### src/rtl/universal_shift_register.sv
// -----------------------------------------------------------------------------
// universal_shift_register
//
// Purpose:
//   Parametrised multi-mode shift register. A parallel load writes D into the
//   register. A START request runs a multi-position shift, one bit per clock,
//   under a START/BUSY/DONE handshake. Shift modes are logical, arithmetic,
//   rotate and serial-fill, and each can shift left or right.
//
// Parameters:
//   WIDTH  data register width in bits (>= 2)
//   AMT_W  width of the shift-amount input; max shift per op = 2**AMT_W-1
//
// Ports:
//   CLK       in   1      rising-edge clock
//   RST       in   1      synchronous reset, active-high
//   LOAD      in   1      parallel load request (O <= D), honoured in IDLE only
//   D         in   WIDTH  parallel load data
//   START     in   1      begin a shift op, honoured in IDLE only
//   MODE      in   2      00 logical, 01 arithmetic, 10 rotate, 11 serial-fill
//   LR_Shift  in   1      0 = shift left (toward MSB), 1 = shift right
//   AMT       in   AMT_W  number of positions to shift
//   SIN       in   1      serial input bit, used in serial-fill mode
//   O         out  WIDTH  register contents
//   SOUT      out  1      most recently ejected bit
//   BUSY      out  1      high while a shift op is in progress
//   DONE      out  1      one-cycle pulse on completion of a shift op
// -----------------------------------------------------------------------------
module universal_shift_register #(
  parameter int WIDTH = 8,
  parameter int AMT_W = 3
) (
  input  logic             CLK,
  input  logic             RST,
  input  logic             LOAD,
  input  logic [WIDTH-1:0] D,
  input  logic             START,
  input  logic [1:0]       MODE,
  input  logic             LR_Shift,
  input  logic [AMT_W-1:0] AMT,
  input  logic             SIN,
  output logic [WIDTH-1:0] O,
  output logic             SOUT,
  output logic             BUSY,
  output logic             DONE
);

  typedef enum logic [0:0] {
    S_IDLE  = 1'b0,
    S_SHIFT = 1'b1
  } state_t;

  localparam logic [1:0]       MODE_LOG = 2'b00;
  localparam logic [1:0]       MODE_ARI = 2'b01;
  localparam logic [1:0]       MODE_ROT = 2'b10;
  localparam logic [1:0]       MODE_SER = 2'b11;
  localparam logic [AMT_W-1:0] CNT_ZERO = AMT_W'(0);
  localparam logic [AMT_W-1:0] CNT_ONE  = AMT_W'(1);

  state_t           state_q, state_d;
  logic [AMT_W-1:0] count_q, count_d;
  logic [1:0]       mode_q,  mode_d;
  logic             right_q, right_d;
  logic [WIDTH-1:0] o_q,     o_d;
  logic             sout_q,  sout_d;
  logic             done_q,  done_d;
  logic [WIDTH:0]   shift_s;

  // One-position shift. Returns {ejected_bit, shifted_value}.
  function automatic logic [WIDTH:0] shift_one(
    input logic [WIDTH-1:0] val,
    input logic [1:0]       mode,
    input logic             right,
    input logic             sin
  );
    logic ejected;
    logic fill;
    if (right) begin
      ejected = val[0];
    end else begin
      ejected = val[WIDTH-1];
    end
    case (mode)
      MODE_LOG: fill = 1'b0;
      MODE_ARI: begin
        // Sign is only preserved on right shifts; left arithmetic fills zero.
        if (right) begin
          fill = val[WIDTH-1];
        end else begin
          fill = 1'b0;
        end
      end
      MODE_ROT: fill = ejected;
      MODE_SER: fill = sin;
      default:  fill = 1'b0;
    endcase
    if (right) begin
      shift_one = {ejected, fill, val[WIDTH-1:1]};
    end else begin
      shift_one = {ejected, val[WIDTH-2:0], fill};
    end
  endfunction

  // Single-step shift of the current register using the latched op settings.
  always_comb begin
    shift_s = shift_one(o_q, mode_q, right_q, SIN);
  end

  // Next-state and datapath logic for the IDLE/SHIFT controller.
  always_comb begin
    state_d = state_q;
    count_d = count_q;
    mode_d  = mode_q;
    right_d = right_q;
    o_d     = o_q;
    sout_d  = sout_q;
    done_d  = 1'b0;
    case (state_q)
      S_IDLE: begin
        if (LOAD) begin
          // LOAD wins over a simultaneous START; the START is dropped.
          o_d = D;
        end else if (START) begin
          if (AMT != CNT_ZERO) begin
            mode_d  = MODE;
            right_d = LR_Shift;
            count_d = AMT;
            state_d = S_SHIFT;
          end else begin
            // Zero-length op completes immediately with no data change.
            done_d = 1'b0 | 1'b1;
          end
        end else begin
          state_d = S_IDLE;
        end
      end
      S_SHIFT: begin
        o_d     = shift_s[WIDTH-1:0];
        sout_d  = shift_s[WIDTH];
        count_d = count_q - CNT_ONE;
        if (count_q == CNT_ONE) begin
          state_d = S_IDLE;
          done_d  = 1'b1;
        end else begin
          state_d = S_SHIFT;
        end
      end
      default: begin
        state_d = S_IDLE;
        count_d = CNT_ZERO;
      end
    endcase
  end

  // State and datapath registers with synchronous reset.
  always_ff @(posedge CLK) begin
    if (RST) begin
      state_q <= S_IDLE;
      count_q <= CNT_ZERO;
      mode_q  <= MODE_LOG;
      right_q <= 1'b0;
      o_q     <= {WIDTH{1'b0}};
      sout_q  <= 1'b0;
      done_q  <= 1'b0;
    end else begin
      state_q <= state_d;
      count_q <= count_d;
      mode_q  <= mode_d;
      right_q <= right_d;
      o_q     <= o_d;
      sout_q  <= sout_d;
      done_q  <= done_d;
    end
  end

  assign O    = o_q;
  assign SOUT = sout_q;
  assign BUSY = (state_q == S_SHIFT);
  assign DONE = done_q;

endmodule
### config.mk
export PLATFORM = sky130hd
export DESIGN_NAME = universal_shift_register
export DESIGN_NICKNAME = d
export VERILOG_FILES = /design/src/rtl/universal_shift_register.sv
export SDC_FILE = /design/constraint.sdc
export NUM_CORES = 1
export LEC_CHECK = 0
export CELL_PAD_IN_SITES_DETAIL_PLACEMENT = 1
export CELL_PAD_IN_SITES_GLOBAL_PLACEMENT = 2
export CORE_ASPECT_RATIO = 1.4
export CORE_MARGIN = 5
export CORE_UTILIZATION = 26
export DETAILED_ROUTE_END_ITERATION = 16
export GPL_TIMING_DRIVEN = 0
export PLACE_DENSITY = 0.81
export RECOVER_POWER = 25
export SETUP_SLACK_MARGIN = 0.15
export SLEW_MARGIN = 20
export SYNTH_ARGS = -nofsm -noshare
export SYNTH_HDL_FRONTEND = slang
export SYNTH_SLANG_ARGS = --single-unit
### constraint.sdc
create_clock -name CLK -period 1.3 [get_ports CLK]
set_input_delay 0.13 -clock CLK [delete_from_list [all_inputs] [get_ports CLK]]
set_output_delay 0.13 -clock CLK [all_outputs]
set_load 0.01 [all_outputs]
==> run_results.csv, run 1 <==
group,metric,value,unit
detailed_routing,drt_wl_total,2916,microns
floorplanning,die_area,4888,sq um
synth,async_reset_ff_frac,0,
pwr,max-vdd-ir-drop,0.5191,mV
pwr,p_per_area,976.1,nW/um^2
synth,synth-edff-count,0,
pwr,switching_share,0.2927,
clock_network,clockBufferDepth,2,
floorplanning,die_width,60.54,microns
synth,yosys-top-cells-count,"dfxtp_1, a211oi_1, mux2i_1",
pwr,pwr-share-seq,0.440,
synth,synth_seq_cells,17,
finish,final_area,1408,sq um
floorplanning,initial_core_util,0.2727,
finish,drive_above_1_share,0.2920,
hold_path,hold_class,"in2reg",
sta,setup_slack,0.1037,ns
synth,synth_top_area_share,0.3661,
pwr,p_leak,0.5536,nW
critical_path,crit_fanout,7,
sta,setup_violations,0,
critical_path,crit_chain,"buf_6 -> or3b_4 -> o21ai_2 -> a21oi_1",
floorplanning,num_io_pins,30,
pwr,intPower,0.9719,mW
clock_network,clock-sinks,17,
sta,slew_violations,0,
pwr,netSwitchingPower,0.4021,mW
outcome,status,"finished, final reports clean",
finish,insertedDiodeCount,0,
critical_path,cp-end-kind,"flip-flop",
sta,timing.final.crit_share,0.9203,
synth,synthCells,100,
clock_network,cts_htree_levels,1,
detailed_routing,drc,0,
placement,port_buffers,28,
critical_path,required,1.42,ns
sta,period_needed,1.196,ns
synth,synth.avg_cell_area,9.296,sq um
critical_path,worst_path_max_delay_cell,"or3b_4",
critical_path,crit_cells,4,
hold_path,worstHoldPathCells,2,
finish,nets,159,
synth,synth_compound_area_frac,0.2490,
sta,fmax,835.9,MHz
synth,synth_ff_type,"dfxtp_1",
floorplanning,placementRows,25,
placement,place_area,1271,sq um
critical_path,cp_top_family,"simple AND/OR/NAND/NOR gates",
pwr,comb_power_share,0.261,
synth,syn-num-nets,121,
sta,worst_pin_slew,0.5135,ns
clock_network,cts_buffers,3,
synth,synth_top_family_by_area,"compound AO/OA/AOI/OAI gates",
sta,slew-limit-headroom,0.6576,
detailed_routing,drtIter0Drc,10,
sta,rsz0062_at_grt,"true",
placement,dp_slack,-0.4614,ns
synth,ys_types,34,
detailed_routing,num_vias,883,
placement,dp_hpwl,2063,microns
clock_network,clk_latency,0.25,ns
critical_path,start_kind,"flip-flop",
run,max_cap_violations,0,
pwr,p_clk_frac,0.298,
sta,whs,0.3081,ns
critical_path,crit_type,"reg2reg",
detailed_routing,drt-pass1-iter-count,4,
synth,synth_area,929.6,sq um
placement,place.gp.congestion,0.8329,
synth,synth_most_common_cell,"dfxtp_1",
clock_network,path_clk_slew,0.07,ns
synth,yosysWarnings,0,
synth,synth_simple_gate_area_share,0.1736,
critical_path,critical_path.max_stage_delay,0.40,ns
synth,synthMuxAreaShare,0.1225,
clock_network,root_buffer,"clkbuf_8",
critical_path,path_buf_inv,1,
detailed_routing,viasPerCell,4.989,
finish,nFillCells,401,
global_route,grt_pass1_vias,963,
floorplanning,core_area,3410,sq um
critical_path,arrival,1.32,ns
global_route,grt_max_degree,11,
global_route,track_usage,0.1267,
placement,dpl.cell_count,168,
global_route,antenna_found_initial,0,
detailed_routing,drtAntennaViolNets,0,
sta,hold_viol,0,
floorplanning,dieHeight,80.75,microns
global_route,grt_overflow_total,0,
synth,synth_adder_area_share,0.02692,
global_route,grt_pass1_wl,4705,microns
synth,ys_seq_area_frac,0.3661,
detailed_routing,detail_route.wl_per_cell,16.47,microns
sta,clock-skew-final,0.002013,ns
synth,yosys.area.top_type,"dfxtp_1",
clock_network,cts_tree,"built",
synth,synth_xor_area_frac,0.009421,
finish,final_cells,177,
synth,yosys-top-cells-area,"dfxtp_1, a211oi_1, mux2i_1",
finish,syn2layout_area_growth,51.41,%
clock_network,cts_hold_buf,0,
critical_path,r2r_cells,4,
## through the flow
| stage | TNS, ns | power, mW | util |
|---|---|---|---|
| finish | 0 | 1.374 | 0.4128 |
| global route | 0 | 1.447 | 0.4128 |
| CTS | 0 | 1.358 | 0.4037 |
| detailed placement | -3.630 | 0.9472 | 0.3728 |
| global placement | -3.214 | 0.9390 | 0.3728 |
| floorplan | 0 | 0.7853 | - |
## placed cells by master (no fill, tap or decap), types with 2 or more instances in the layout
cell             netlist  routed
dfxtp_1               17      13
and2b_1                3       3
inv_1                  4       2
clkbuf_2               0       2
nor2_1                 2       2
inv_2                  0       2
a21oi_1                7       5
nand3_1                4       4
a211oi_1              13      12
buf_4                  1       7
clkbuf_8               0       3
o21ai_2                0       3
mux2_2                 3       2
mux2i_1                8       8
dlygate4sd2_1          0      14
nand2_1                3       3
a221oi_2               1       2
clkdlybuf4s50_1        0      13
nor2b_1                6       5
dfxtp_2                0       4
## worst reg2reg max path, delay by kind of cell (launching register included)
kind            cells  cell delay (ns)
flops               1             0.33
buf+inv             1             0.13
compound gates      2             0.22
simple gates        1             0.40
## metal layers
metal,global-route usage,vias up,part of all wire,routed length [microns]
met5,0,-,0,0
met4,0.04989,0,0.0048,14
met3,0.02544,2,0.039,115
li1,-,445,-,-
met2,0.2143,18,0.52,1529
met1,0.1544,418,0.43,1256
## cell families after synthesis
family	after synthesis
multiplexers	11
buffers and inverters	11
adder cells (fa/ha/maj)	2
XOR/XNOR	1
flip-flops	17
AO/OA/AOI/OAI	33
AND/OR/NAND/NOR	25
## final timing paths
path,start,end,slack (ns)
worst max-delay path,BUSY$_SDFF_PP0_,mode_q[0]$_SDFFE_PP0P_,0.10
worst min-delay path,RST,count_q[0]$_SDFFE_PP0P_,0.31
worst max register to register,BUSY$_SDFF_PP0_,mode_q[0]$_SDFFE_PP0P_,0.10
worst min register to register,SOUT$_SDFFE_PP0P_,SOUT$_SDFFE_PP0P_,0.50
## cell type report
class,instances,area [sq um],share of cell area
Buffer,7,43.79,0.03111
Clock buffer,3,41.29,0.02933
Clock inverter,1,5.005,0.003556
Inverter,4,15.01,0.01067
Multi-Input combinational cell,72,611.8,0.4347
Sequential cell,17,345.3,0.2453
Tap cell,40,50.05,0.03556
Timing Repair Buffer,33,295.3,0.2098
## registers in the layout (all words and copies together) (netlist names)
register and flops:
SOUT 1, BUSY 1, mode_q 2, count_q 3
DONE 1, O 8, right_q 1
## power by group through the flow
stage / sequential, mW / clock, mW / combinational (mW)
2_1_floorplan: 0.618 / 0 / 0.167
3_3_place_gp: 0.615 / 0 / 0.324
3_5_place_dp: 0.615 / 0 / 0.332
4_1_cts: 0.603 / 0.415 / 0.340
5_1_grt: 0.612 / 0.442 / 0.393
6_report: 0.605 / 0.410 / 0.359
## repair_timing
item                       4_1_cts  5_1_grt
resized for setup               29        9
pin swaps                        6        3
hold endpoints to repair         0        0
setup endpoints to repair       28       12
buffers inserted                 4        1
No activity file was read; power rests on OpenSTA's default activity.
==> run 2: changes to the inputs <==
MAX_ROUTING_LAYER = met4   (was unset)
==> run 2 against run 1 <==
Global-route usage is 0.38 points higher. Clock power hardly changed. Flip-flop and latch count is the same. Combinational power about the same. Cell area is the same. Clock skew hardly changed. Worst setup slack improved by 0.0011 ns. Power unchanged. Via count increased by 0.45%. First-iteration DRC count is the same. Register-to-register slack barely moved. Clock-buffer cell count did not move.
==> run_results.csv, run 2 (synthesis gave the netlist of run 1 again) <==
group,metric,value,unit
outcome,status,"finished, final reports clean",
clock_network,clockBufferDepth,2,
sta,clock-skew-final,0.002077,ns
detailed_routing,drtAntennaViolNets,0,
run,max_cap_violations,0,
critical_path,worst_path_max_delay_cell,"or3b_4",
finish,nFillCells,401,
finish,syn2layout_area_growth,51.41,%
floorplanning,placementRows,25,
pwr,intPower,0.9718,mW
clock_network,path_clk_slew,0.07,ns
sta,slew_violations,0,
sta,period_needed,1.195,ns
critical_path,cp-end-kind,"flip-flop",
detailed_routing,drt-pass1-iter-count,4,
sta,worst_pin_slew,0.5158,ns
floorplanning,die_area,4888,sq um
detailed_routing,drt_wl_total,2928,microns
detailed_routing,detail_route.wl_per_cell,16.54,microns
finish,nets,159,
sta,timing.final.crit_share,0.9194,
critical_path,crit_type,"reg2reg",
pwr,p_per_area,976.1,nW/um^2
finish,final_cell_mix,"dlygate4sd2_1, dfxtp_1, clkdlybuf4s50_1, a211oi_1, mux2i_1",
placement,port_buffers,28,
detailed_routing,num_vias,887,
detailed_routing,drc,0,
clock_network,clk_latency,0.25,ns
sta,whs,0.3214,ns
floorplanning,core_area,3410,sq um
hold_path,min_from,"RST",
critical_path,arrival,1.32,ns
critical_path,r2r_start,"BUSY$_SDFF_PP0_",
finish,multi_input_area,611.8,sq um
critical_path,worstReg2RegEnd,"mode_q[0]$_SDFFE_PP0P_",
critical_path,r2r_setup_slack,0.10,ns
floorplanning,num_io_pins,30,
placement,dp_hpwl,2063,microns
sta,hold_viol,0,
hold_path,whs_endpoint,"count_q[0]$_SDFFE_PP0P_",
clock_network,root_buffer,"clkbuf_8",
hold_path,hold_class,"in2reg",
sta,fmax,836.6,MHz
pwr,power,1.374,mW
critical_path,crit_chain,"buf_6 -> or3b_4 -> o21ai_2 -> a21oi_1",
finish,insertedDiodeCount,0,
placement,place_area,1271,sq um
finish,final_common_cell,"dlygate4sd2_1",
floorplanning,die_width,60.54,microns
critical_path,required,1.42,ns
sta,tns,0,ns
clock_network,cts_tree,"built",
global_route,grt_max_degree,11,
pwr,switching_share,0.2927,
pwr,p_leak,0.5536,nW
clock_network,cts_buffers,3,
pwr,pwr-share-seq,0.440,
critical_path,critical_path.max_stage_delay,0.40,ns
clock_network,cts_htree_levels,1,
placement,place.gp.congestion,0.8457,
floorplanning,initial_core_util,0.2727,
detailed_routing,viasPerCell,5.011,
finish,fin_util,0.4128,
detailed_routing,drtIter0Drc,10,
critical_path,r2r_cells,4,
clock_network,cts_hold_buf,0,
finish,seqCellArea,345.3,sq um
critical_path,start_kind,"flip-flop",
floorplanning,dieHeight,80.75,microns
global_route,antenna_found_initial,0,
sta,rsz0062_at_grt,"true",
pwr,comb_power_share,0.262,
global_route,grt_pass1_wl,4712,microns
sta,setup_violations,0,
sta,slew-limit-headroom,0.6561,
global_route,track_usage,0.1305,
pwr,netSwitchingPower,0.4022,mW
finish,final_area,1408,sq um
pwr,p_clk_frac,0.298,
hold_path,worstHoldPathCells,2,
finish,drive_above_1_share,0.2920,
finish,registers.top_by_ff_count,"O",
finish,reg_top3,"O (8), count_q (3), mode_q (2)",
global_route,grt_overflow_total,0,
global_route,grt_pass1_vias,962,
pwr,max-vdd-ir-drop,0.5190,mV
finish,largest_reg_flops,8,
clock_network,clock-sinks,17,
critical_path,crit_fanout,7,
critical_path,cp_top_family,"simple AND/OR/NAND/NOR gates",
critical_path,path_buf_inv,1,
-- run 2: how the worst max path moves through the flow --
stage                                from                endpoint  slack, ns  cells past startpoint
after floorplan           BUSY$_SDFF_PP0_  mode_q[1]$_SDFFE_PP0P_       0.15                      4
after global placement               LOAD       O[0]$_SDFFE_PP0N_      -0.43                      5
after detailed placement             LOAD       O[0]$_SDFFE_PP0N_      -0.46                      5
after CTS                            LOAD       O[0]$_SDFFE_PP0N_       0.08                      5
after global routing      BUSY$_SDFF_PP0_    right_q$_SDFFE_PP0P_       0.06                      4
final                     BUSY$_SDFF_PP0_  mode_q[0]$_SDFFE_PP0P_       0.10                      4
-- run 2: cell type report --
cell class                 count  share of cell area
tap                           40             0.03556
timing repair buffer          33              0.2098
sequential                    17              0.2453
clock buffer                   3             0.02933
buffer                         7             0.03111
inverter                       4             0.01067
multi-input combinational     72              0.4347
clock inverter                 1            0.003556
-- run 2: timing repair --
action	in CTS	in global routing
pin swaps	6	3
endpoints found under the setup margin	28	12
setup buffers	4	1
resized for setup	29	9
endpoints found under the hold margin	0	0
-- run 2: per-stage QoR --
step           worst slack (ns)  instances
4_1_cts                 0.07695        176
6_report                 0.1047        177
3_3_place_gp            -0.4318        168
2_1_floorplan            0.1495        100
5_1_grt                 0.06001        177
3_5_place_dp            -0.4614        168
-- run 2: power groups by stage --
| stage | Sequential, mW | Clock [mW] | Combinational, mW |
|---|---|---|---|
| 2_1_floorplan | 0.618 | 0 | 0.167 |
| 3_3_place_gp | 0.615 | 0 | 0.324 |
| 3_5_place_dp | 0.615 | 0 | 0.332 |
| 4_1_cts | 0.603 | 0.415 | 0.340 |
| 5_1_grt | 0.612 | 0.442 | 0.393 |
| 6_report | 0.605 | 0.410 | 0.359 |
-- run 2: metal layers --
metal  vias up  part of all wire  track usage
li1        444                 -            -
met1       423              0.44       0.1583
met2        18              0.52       0.2121
met3         2             0.039      0.02385
met4         0            0.0048      0.04989
met5         -                 0            -
